<file path="config.mk">
export PLATFORM = sky130hd
export DESIGN_NAME = simon_round_ctrl
export DESIGN_NICKNAME = d
export VERILOG_FILES = /design/src/rtl/simon_pkg.sv /design/src/rtl/simon_addr_cnt.sv /design/src/rtl/simon_round_ctrl.sv
export SDC_FILE = /design/constraint.sdc
export NUM_CORES = 1
export LEC_CHECK = 0
export ABC_CLOCK_PERIOD_IN_PS = 2900
export CORE_ASPECT_RATIO = 1.4
export CORE_MARGIN = 2
export CORE_UTILIZATION = 54
export CTS_CLUSTER_SIZE = 28
export DETAILED_ROUTE_END_ITERATION = 10
export GPL_TIMING_DRIVEN = 0
export PLACE_DENSITY = 0.84
export SYNTH_ARGS = -nofsm -noshare
export SYNTH_HDL_FRONTEND = slang
export SYNTH_SLANG_ARGS = --single-unit
export TNS_END_PERCENT = 1
</file>
<file path="constraint.sdc">
create_clock -name i_clk -period 2.9 [get_ports i_clk]
set_clock_uncertainty 0.15 [all_clocks]
set_input_delay 0.29 -clock i_clk [delete_from_list [all_inputs] [get_ports i_clk]]
set_output_delay 0.29 -clock i_clk [all_outputs]
set_load 0.02 [all_outputs]
</file>
<file path="src/rtl/simon_pkg.sv">
// Shared types and constants for the Simon 32/64 round controller.
package simon_pkg;

  typedef enum logic [5:0] {
    StIdle   = 6'b000001,
    StKeyLd  = 6'b000010,
    StKeyGen = 6'b000100,
    StLoad   = 6'b001000,
    StRound  = 6'b010000,
    StDone   = 6'b100000
  } state_e;

  localparam logic CTRL_ENC = 1'b0;
  localparam logic CTRL_DEC = 1'b1;

  function automatic logic [61:0] rev62(input logic [61:0] v);
    logic [61:0] r;
    for (int i = 0; i < 62; i++) begin
      r[i] = v[61-i];
    end
    return r;
  endfunction

  // The literal reads in sequence order; reversing puts the first element at bit 0.
  localparam logic [61:0] SIMON_Z0 =
    rev62(62'b11111010001001010110000111001101111101000100101011000011100110);

  function automatic logic z0_bit(input logic [5:0] idx);
    return (idx < 6'd62) ? SIMON_Z0[idx] : 1'b0;
  endfunction

endpackage

</file>
<file path="src/rtl/simon_addr_cnt.sv">
// Loadable up/down address counter with an exact-compare terminal flag.
module simon_addr_cnt #(
  parameter int unsigned ADDR_W = 5
) (
  input  logic              i_clk,
  input  logic              i_res_n,
  input  logic              i_load,
  input  logic [ADDR_W-1:0] i_load_val,
  input  logic              i_up,
  input  logic              i_en,
  input  logic [ADDR_W-1:0] i_cmp,
  output logic [ADDR_W-1:0] o_cnt,
  output logic              o_term
);

  logic [ADDR_W-1:0] r_cnt;

  always_ff @(posedge i_clk or negedge i_res_n) begin
    if (!i_res_n) begin
      r_cnt <= '0;
    end else if (i_load) begin
      r_cnt <= i_load_val;
    end else if (i_en) begin
      r_cnt <= i_up ? r_cnt + 1'b1 : r_cnt - 1'b1;
    end
  end

  assign o_cnt  = r_cnt;
  assign o_term = (r_cnt == i_cmp);

endmodule

</file>
<file path="src/rtl/simon_round_ctrl.sv">
// Simon 32/64 sequencing controller: key load, key expansion, rounds.
// Optional SIMON_KEY_CACHE_EN skips key load/expansion when the cached schedule is valid.
module simon_round_ctrl
  import simon_pkg::*;
#(
  parameter int unsigned ROUNDS = 32,
  parameter int unsigned ADDR_W = 5
) (
  input  logic              i_clk,
  input  logic              i_res_n,
  input  logic              i_start,
  input  logic              i_ctrl,
  input  logic              i_key_new,
  output logic              o_busy,
  output logic              o_key_load,
  output logic              o_key_we,
  output logic              o_z_bit,
  output logic              o_data_load,
  output logic              o_round_en,
  output logic [ADDR_W-1:0] o_key_addr,
  output logic              o_mode,
  output logic              o_done
);

  localparam logic [ADDR_W-1:0] ADDR_LAST = ADDR_W'(ROUNDS - 1);
  localparam logic [ADDR_W-1:0] ADDR_GEN0 = ADDR_W'(4);

  state_e r_state;
  logic   r_busy, r_key_load, r_key_we, r_z_bit, r_data_load, r_round_en, r_mode, r_done;
`ifdef SIMON_KEY_CACHE_EN
  logic   r_key_valid;
`else
  logic   w_unused_key_new;
  assign w_unused_key_new = i_key_new;
`endif

  logic              w_cnt_load, w_cnt_up, w_cnt_en, w_term;
  logic [ADDR_W-1:0] w_cnt_val, w_cnt_cmp, w_addr;
  logic [5:0]        w_z_idx;

  // z index for the word written next cycle: (key_addr + 1) - 4
  assign w_z_idx = 6'(w_addr) - 6'd3;

  always_comb begin
    w_cnt_load = 1'b0;
    w_cnt_val  = '0;
    w_cnt_up   = 1'b1;
    w_cnt_en   = 1'b0;
    w_cnt_cmp  = ADDR_LAST;
    unique case (r_state)
      StIdle:  ;
      StKeyLd: begin
        w_cnt_load = 1'b1;
        w_cnt_val  = ADDR_GEN0;
      end
      StKeyGen: begin
        w_cnt_load = w_term;
        w_cnt_en   = ~w_term;
      end
      StLoad: begin
        w_cnt_load = 1'b1;
        w_cnt_val  = (r_mode == CTRL_DEC) ? ADDR_LAST : '0;
      end
      StRound: begin
        w_cnt_up   = (r_mode == CTRL_ENC);
        w_cnt_cmp  = (r_mode == CTRL_DEC) ? '0 : ADDR_LAST;
        w_cnt_load = w_term;
        w_cnt_en   = ~w_term;
      end
      StDone:  ;
      default: w_cnt_load = 1'b1;
    endcase
  end

  simon_addr_cnt #(
    .ADDR_W(ADDR_W)
  ) u_addr_cnt (
    .i_clk      (i_clk),
    .i_res_n    (i_res_n),
    .i_load     (w_cnt_load),
    .i_load_val (w_cnt_val),
    .i_up       (w_cnt_up),
    .i_en       (w_cnt_en),
    .i_cmp      (w_cnt_cmp),
    .o_cnt      (w_addr),
    .o_term     (w_term)
  );

  always_ff @(posedge i_clk or negedge i_res_n) begin
    if (!i_res_n) begin
      r_state     <= StIdle;
      r_busy      <= 1'b0;
      r_key_load  <= 1'b0;
      r_key_we    <= 1'b0;
      r_z_bit     <= 1'b0;
      r_data_load <= 1'b0;
      r_round_en  <= 1'b0;
      r_mode      <= 1'b0;
      r_done      <= 1'b0;
`ifdef SIMON_KEY_CACHE_EN
      r_key_valid <= 1'b0;
`endif
    end else begin
      r_key_load  <= 1'b0;
      r_key_we    <= 1'b0;
      r_z_bit     <= 1'b0;
      r_data_load <= 1'b0;
      r_round_en  <= 1'b0;
      r_done      <= 1'b0;
      unique case (r_state)
        StIdle: begin
          if (i_start) begin
            r_mode <= i_ctrl;
            r_busy <= 1'b1;
`ifdef SIMON_KEY_CACHE_EN
            if (i_key_new) begin
              r_key_valid <= 1'b0;
            end
            if (r_key_valid && !i_key_new) begin
              r_state     <= StLoad;
              r_data_load <= 1'b1;
            end else begin
              r_state    <= StKeyLd;
              r_key_load <= 1'b1;
            end
`else
            r_state    <= StKeyLd;
            r_key_load <= 1'b1;
`endif
          end
        end
        StKeyLd: begin
          r_state  <= StKeyGen;
          r_key_we <= 1'b1;
          r_z_bit  <= z0_bit(6'd0);
        end
        StKeyGen: begin
          if (w_term) begin
            r_state     <= StLoad;
            r_data_load <= 1'b1;
`ifdef SIMON_KEY_CACHE_EN
            r_key_valid <= 1'b1;
`endif
          end else begin
            r_key_we <= 1'b1;
            r_z_bit  <= z0_bit(w_z_idx);
          end
        end
        StLoad: begin
          r_state    <= StRound;
          r_round_en <= 1'b1;
        end
        StRound: begin
          if (w_term) begin
            r_state <= StDone;
            r_done  <= 1'b1;
          end else begin
            r_round_en <= 1'b1;
          end
        end
        StDone: begin
          r_state <= StIdle;
          r_busy  <= 1'b0;
        end
        default: begin
          r_state <= StIdle;
          r_busy  <= 1'b0;
        end
      endcase
    end
  end

  assign o_busy      = r_busy;
  assign o_key_load  = r_key_load;
  assign o_key_we    = r_key_we;
  assign o_z_bit     = r_z_bit;
  assign o_data_load = r_data_load;
  assign o_round_en  = r_round_en;
  assign o_key_addr  = w_addr;
  assign o_mode      = r_mode;
  assign o_done      = r_done;

endmodule

</file>
# After elaboration in Yosys (flattened, before gate mapping)
# Memory sizes are Yosys's and may differ from the RTL's.
# Cells that the tools add are included.
# classes
addsub	3
order_cmp	2
n_eq_ne	10
muxes	28
bitwise_logic	3
reduce_logical	7
# op_table
operator	n
$mux W5	6
$pmux W6 S5	1
$mux W6	3
$mux W1	12
$pmux W1 S2	5
$pmux W5 S2	1
$lt A6 B7 Y1 const B	1
$eq A6 B1 Y1 const B	1
$eq A6 B2 Y1 const B	1
$eq A6 B3 Y1 const B	1
$eq A6 B4 Y1 const B	1
$eq A6 B5 Y1 const B	1
$eq A6 B6 Y1 const B	1
$lt A6 B6 Y1 const B	1
$ne A2 B2 Y1 const B	3
$sub A5 B2 Y6 const B	1
$add A5 B1 Y5 const B	1
$eq A5 B5 Y1	1
$sub A5 B1 Y5 const B	1
$reduce_and A2 Y1	2
$reduce_or A2 Y1	2
$reduce_or A4 Y1	1
$not A1 Y1	3
$reduce_and A3 Y1	1
$reduce_bool A2 Y1	1
# totals
reg_bits	19
rom_bits	64
in_bits	5
out_inout_bits	13
elab_cells	64
mem_count	1
# mem_list
name	depth	word_bits	rd	rd_ports_with_merged_regs	wr	line_no	source
(name not given)	64	1	1	0	0	simon_pkg.sv:29	return (idx < 6'd62) ? SIMON_Z0[idx] : 1'b0;

# Longest topological paths before layout
# depth
depth_word	7
mapped_depth	10
depth_no_buf	9

# Cells and area by module
# Synthesis repeated with hierarchy kept, for this count alone.
# hier_totals
cells_unflattened	148
area_unflattened_um2	1351.3
# modules_own_cells
mod	instances	cells_per_inst	area_each_um2
simon_round_ctrl	1	99	897.1
simon_addr_cnt	1	49	454.2

# Worst setup path before layout
# OpenSTA, ideal clock, no wires.
# synth_path
kind	reg-to-reg
start	reg r_state[0]
end	reg u_addr_cnt.r_cnt[4], in the netlist u_addr_cnt.o_cnt[4]
arrival_time_ns	2.218
required_time_ns	2.625
slack_ns	0.407
path_stages_with_launch	11
path_buffers	1
path_cell_list	dfstp_2 -> buf_6 -> and4bb_4 -> nand2_1 -> inv_1 -> fa_1 -> a21o_1 -> a21oi_1 -> xor2_1 -> a31oi_1 -> o21ai_1
# synth_via
elab_chain_cells	6
word_cells_on_any_way	19
# synth_lines
item	line_no	source
start: declaration	simon_round_ctrl.sv:28	state_e r_state;
start signal: assignment	simon_round_ctrl.sv:91	r_state <= StIdle;
start signal: assignment	simon_round_ctrl.sv:127	r_state <= StKeyLd;
start signal: assignment	simon_round_ctrl.sv:133	r_state <= StKeyGen;
$eq A6 B5 Y1	simon_round_ctrl.sv:50	unique case (r_state)
$mux W5	simon_round_ctrl.sv:50	
$eq A5 B5 Y1	simon_addr_cnt.sv:29	assign o_term = (r_cnt == i_cmp);
$not A1 Y1	simon_round_ctrl.sv:58, simon_round_ctrl.sv:68	
$mux W1	--	
$reduce_bool A2 Y1 (no line)	--	
end signal: assignment	simon_addr_cnt.sv:22	r_cnt <= i_load_val;
end signal: assignment	simon_addr_cnt.sv:24	r_cnt <= i_up ? r_cnt + 1'b1 : r_cnt - 1'b1;
end: declaration	simon_addr_cnt.sv:16	logic [ADDR_W-1:0] r_cnt;
# Parallel ways exist; a longest one is shown, timed or not. The select of a mux whose other input is x is not followed.
# A chain may end at the register's enable or synchronous reset.

# Worst setup path after layout
# layout_path
start	reg r_state[0]
end	reg u_addr_cnt.r_cnt[2], in the netlist u_addr_cnt.o_cnt[2]
# The elaborated chain is that of the path after synthesis.

==> run metrics <==
outcome finished, final reports clean; CP top delay family simple AND/OR/NAND/NOR gates; initial drt markers 46; DR vias/cell 5.995; CP required 2980 ps; Yosys cell types 51; Core Util, Final 65.88%; P&R area growth vs syn 17.12%; slowest CP cell dfstp_2; CTS Sinks 19; crit-path max cell delay 540 ps; layout cell share with drive strength beyond 1 13.94%; final slew viol count 0; post-CTS setup buffer count 0; RR Endpoint u_addr_cnt.o_cnt[2]$_DFFE_PN0P_; crit path max fanout 8; post-route clock period utilization 96.30%; depth of the worst register-to-register path 10; final number of hold-violating endpoints 0; Final Critical Period 2793 ps; gr ovfl total 0; DRC 0; setup ws final 107.2 ps; gr usage total 24.78%; initial antenna violation count 0; pin count of the biggest net entering global routing 20; static leakage 0.0006893 µW; die span in y 63.05 µm; post-CTS sizing 0; Seq cells post-synth 19; max_cap viols 0; flop-to-flop setup slack 110 ps; starting density of the core 56.25%; Worst Tran Pin Value 862.8 ps; crit-path cells buf_6 > and4bb_4 > nand2_1 > inv_1 > ha_1 > and3_1 > and4_4 > nor2_2 > nand2_1 > o211ai_1; syn avg cell area 9.276 µm²; vias in the first global route 1217; # nets final 180; RSZ-0062 raised after global routing false; Worst VDD drop 0.6229 mV; TritonCTS Buffers 3; worst r2r src r_state[0]$_DFFE_PN1P_; cell area after synthesis 0.001345 mm²; Critical Path Start Type flop; CTS Hold Bufs 0; filler cell count in the final layout 203; Clock transition at path regs 120 ps; CP endpoint kind flop; final setup fails 0; CTS Root Cell clkbuf_4; Net Count, Synth 159; CTS tree yes; Setup TNS Final 0 ps; vias post-DR 1193; drt first pass iters 4; antenna cell count 0; relative slew slack 42.30%; IO Port Bufs 16; CP dominant cell by count nand2_1; WHS 305.1 ps; Core ar. 0.002391 mm²; fmax 358.1 MHz; yosys warns 0; deepest clock path buffer count 2; Chip Width 46.18 µm; io pins 18; RD Place Congestion 0.8885; Synth Instances 145; Place WS 132.2 ps; detailed placement HPWL 2332 µm; CTS H-Tree Depth 1; row count 21; total power draw 1127 µW; WS Path Type flop to flop; CP Depth 10; die area 0.002912 mm²; Bufs and invs on worst path 2; Seq/Total Area, Yosys 35.44%; Detail Route Antenna Nets 0; number of synthesized flops with an enable pin 0; Routed WL per cell 15.63 µm; Worst Hold Class input port to asynchronous set/reset pin; CP arrival 2870 ps; first-pass GRT wire length 5313 µm; drt total wl 3110 µm; Clock Latency Late Sink 310 ps; Top FF cell, synth dfrtp_1; power per cell area 715.7 mW/mm²; Async SR Flop Fraction 100.0%
cells in the mapped netlist (all sizes together), types with 2 or more instances:
cell	n	area [µm²]
buf	5	31.28
nor2	18	70.07
nand2	11	43.80
a21o	2	15.01
o21a	2	15.01
ha	8	100.1
a31oi	3	18.77
inv	9	33.78
o21ai	7	35.03
a32oi	3	26.28
mux2i	3	30.03
o211ai	4	30.03
or2	2	12.52
dfrtp	18	450.4
clkbuf	2	7.510
nand3	4	25.02
a211oi	2	32.53
nor3	4	36.29
a21oi	9	45.04
xor2	5	43.79
o21bai	2	15.01
xnor2	2	17.52
power breakdown:
| group | total (µW) | leakage, µW | switching, µW | internal (µW) |
|---|---|---|---|---|
| clock | 141 | 0.0000177 | 89.7 | 51.6 |
| combinational | 580 | 0.000417 | 330 | 251 |
| sequential | 406 | 0.000255 | 74.5 | 331 |
| total | 1130 | 0.000689 | 494 | 634 |
cell type report:
class                   count  area, µm²  share of cell area (%)
plain buffers               7      38.79                   2.462
clock buffers               3      22.52                   1.430
clock inverters             1      5.005                  0.3177
inverters                   9      33.78                   2.145
multi-input cells         110      795.8                   50.52
flip-flops and latches     19      476.7                   30.26
well taps                  34      42.54                   2.701
repair buffers             16      160.2                   10.17
metrics by stage:
stage                     cell area, µm²  instances
after floorplan                     1345        145
after global placement              1548        195
after detailed placement            1548        195
after CTS                           1575        199
after global routing                1575        199
final                               1575        199
cell families (layout without fill, tap and decap cells):
family                   after synthesis  in the layout  synth area share, %
XOR/XNOR                               7              7                4.558
multiplexers                           4              4                3.070
buffers and inverters                 16             36                5.395
flip-flops                            19             19                35.44
adder cells (fa/ha/maj)                9              9                8.931
AO/OA/AOI/OAI                         41             41                21.67
AND/OR/NAND/NOR                       49             49                20.93
cells in the final DEF (no fill, tap or decap), types with 2 or more instances in the layout:
master           netlist  routed
nand2_1               10      10
o211ai_1               4       4
o21ai_1                2       2
xor2_1                 5       5
mux2i_1                3       3
clkdlybuf4s50_1        0      16
buf_2                  4       4
clkbuf_4               0       3
xnor2_1                2       2
inv_1                  9       9
o21a_1                 2       2
clkbuf_1               2       2
a31oi_1                3       3
a21oi_1                9       9
a21o_1                 2       2
a32oi_1                3       3
nand3_1                3       3
o21bai_1               2       2
o21ai_0                5       5
ha_1                   8       8
dfrtp_1               18      18
nor3_1                 2       2
nor2_1                17      17
sequential cells by signal, summed over array words and instances, names as in the netlist:
register / flops
o_key_we: 1
o_round_en: 1
o_z_bit: 1
r_state: 6
u_addr_cnt.o_cnt: 5
o_mode: 1
o_busy: 1
o_data_load: 1
o_key_load: 1
o_done: 1
routing by layer:
layer / wire length (µm) / GRT usage (%) / vias to the layer above
met3: 109 / 3.438 / 8
met4: 93 / 13.93 / 0
met1: 1165 / 27.88 / 590
li1: - / - / 557
met5: 0 / 0 / -
met2: 1741 / 42.01 / 38
worst max path at each step:
stage                                 from                              end  slack, ps
finish              r_state[0]$_DFFE_PN1P_  u_addr_cnt.o_cnt[2]$_DFFE_PN0P_        110
CTS                 r_state[0]$_DFFE_PN1P_  u_addr_cnt.o_cnt[2]$_DFFE_PN0P_        100
global route        r_state[0]$_DFFE_PN1P_  u_addr_cnt.o_cnt[2]$_DFFE_PN0P_         10
global placement    r_state[0]$_DFFE_PN1P_  u_addr_cnt.o_cnt[2]$_DFFE_PN0P_        240
detailed placement  r_state[0]$_DFFE_PN1P_  u_addr_cnt.o_cnt[2]$_DFFE_PN0P_        130
floorplan           r_state[0]$_DFFE_PN1P_  u_addr_cnt.o_cnt[4]$_DFFE_PN0P_        410
Note: power is estimated with default switching activity, not from simulation.
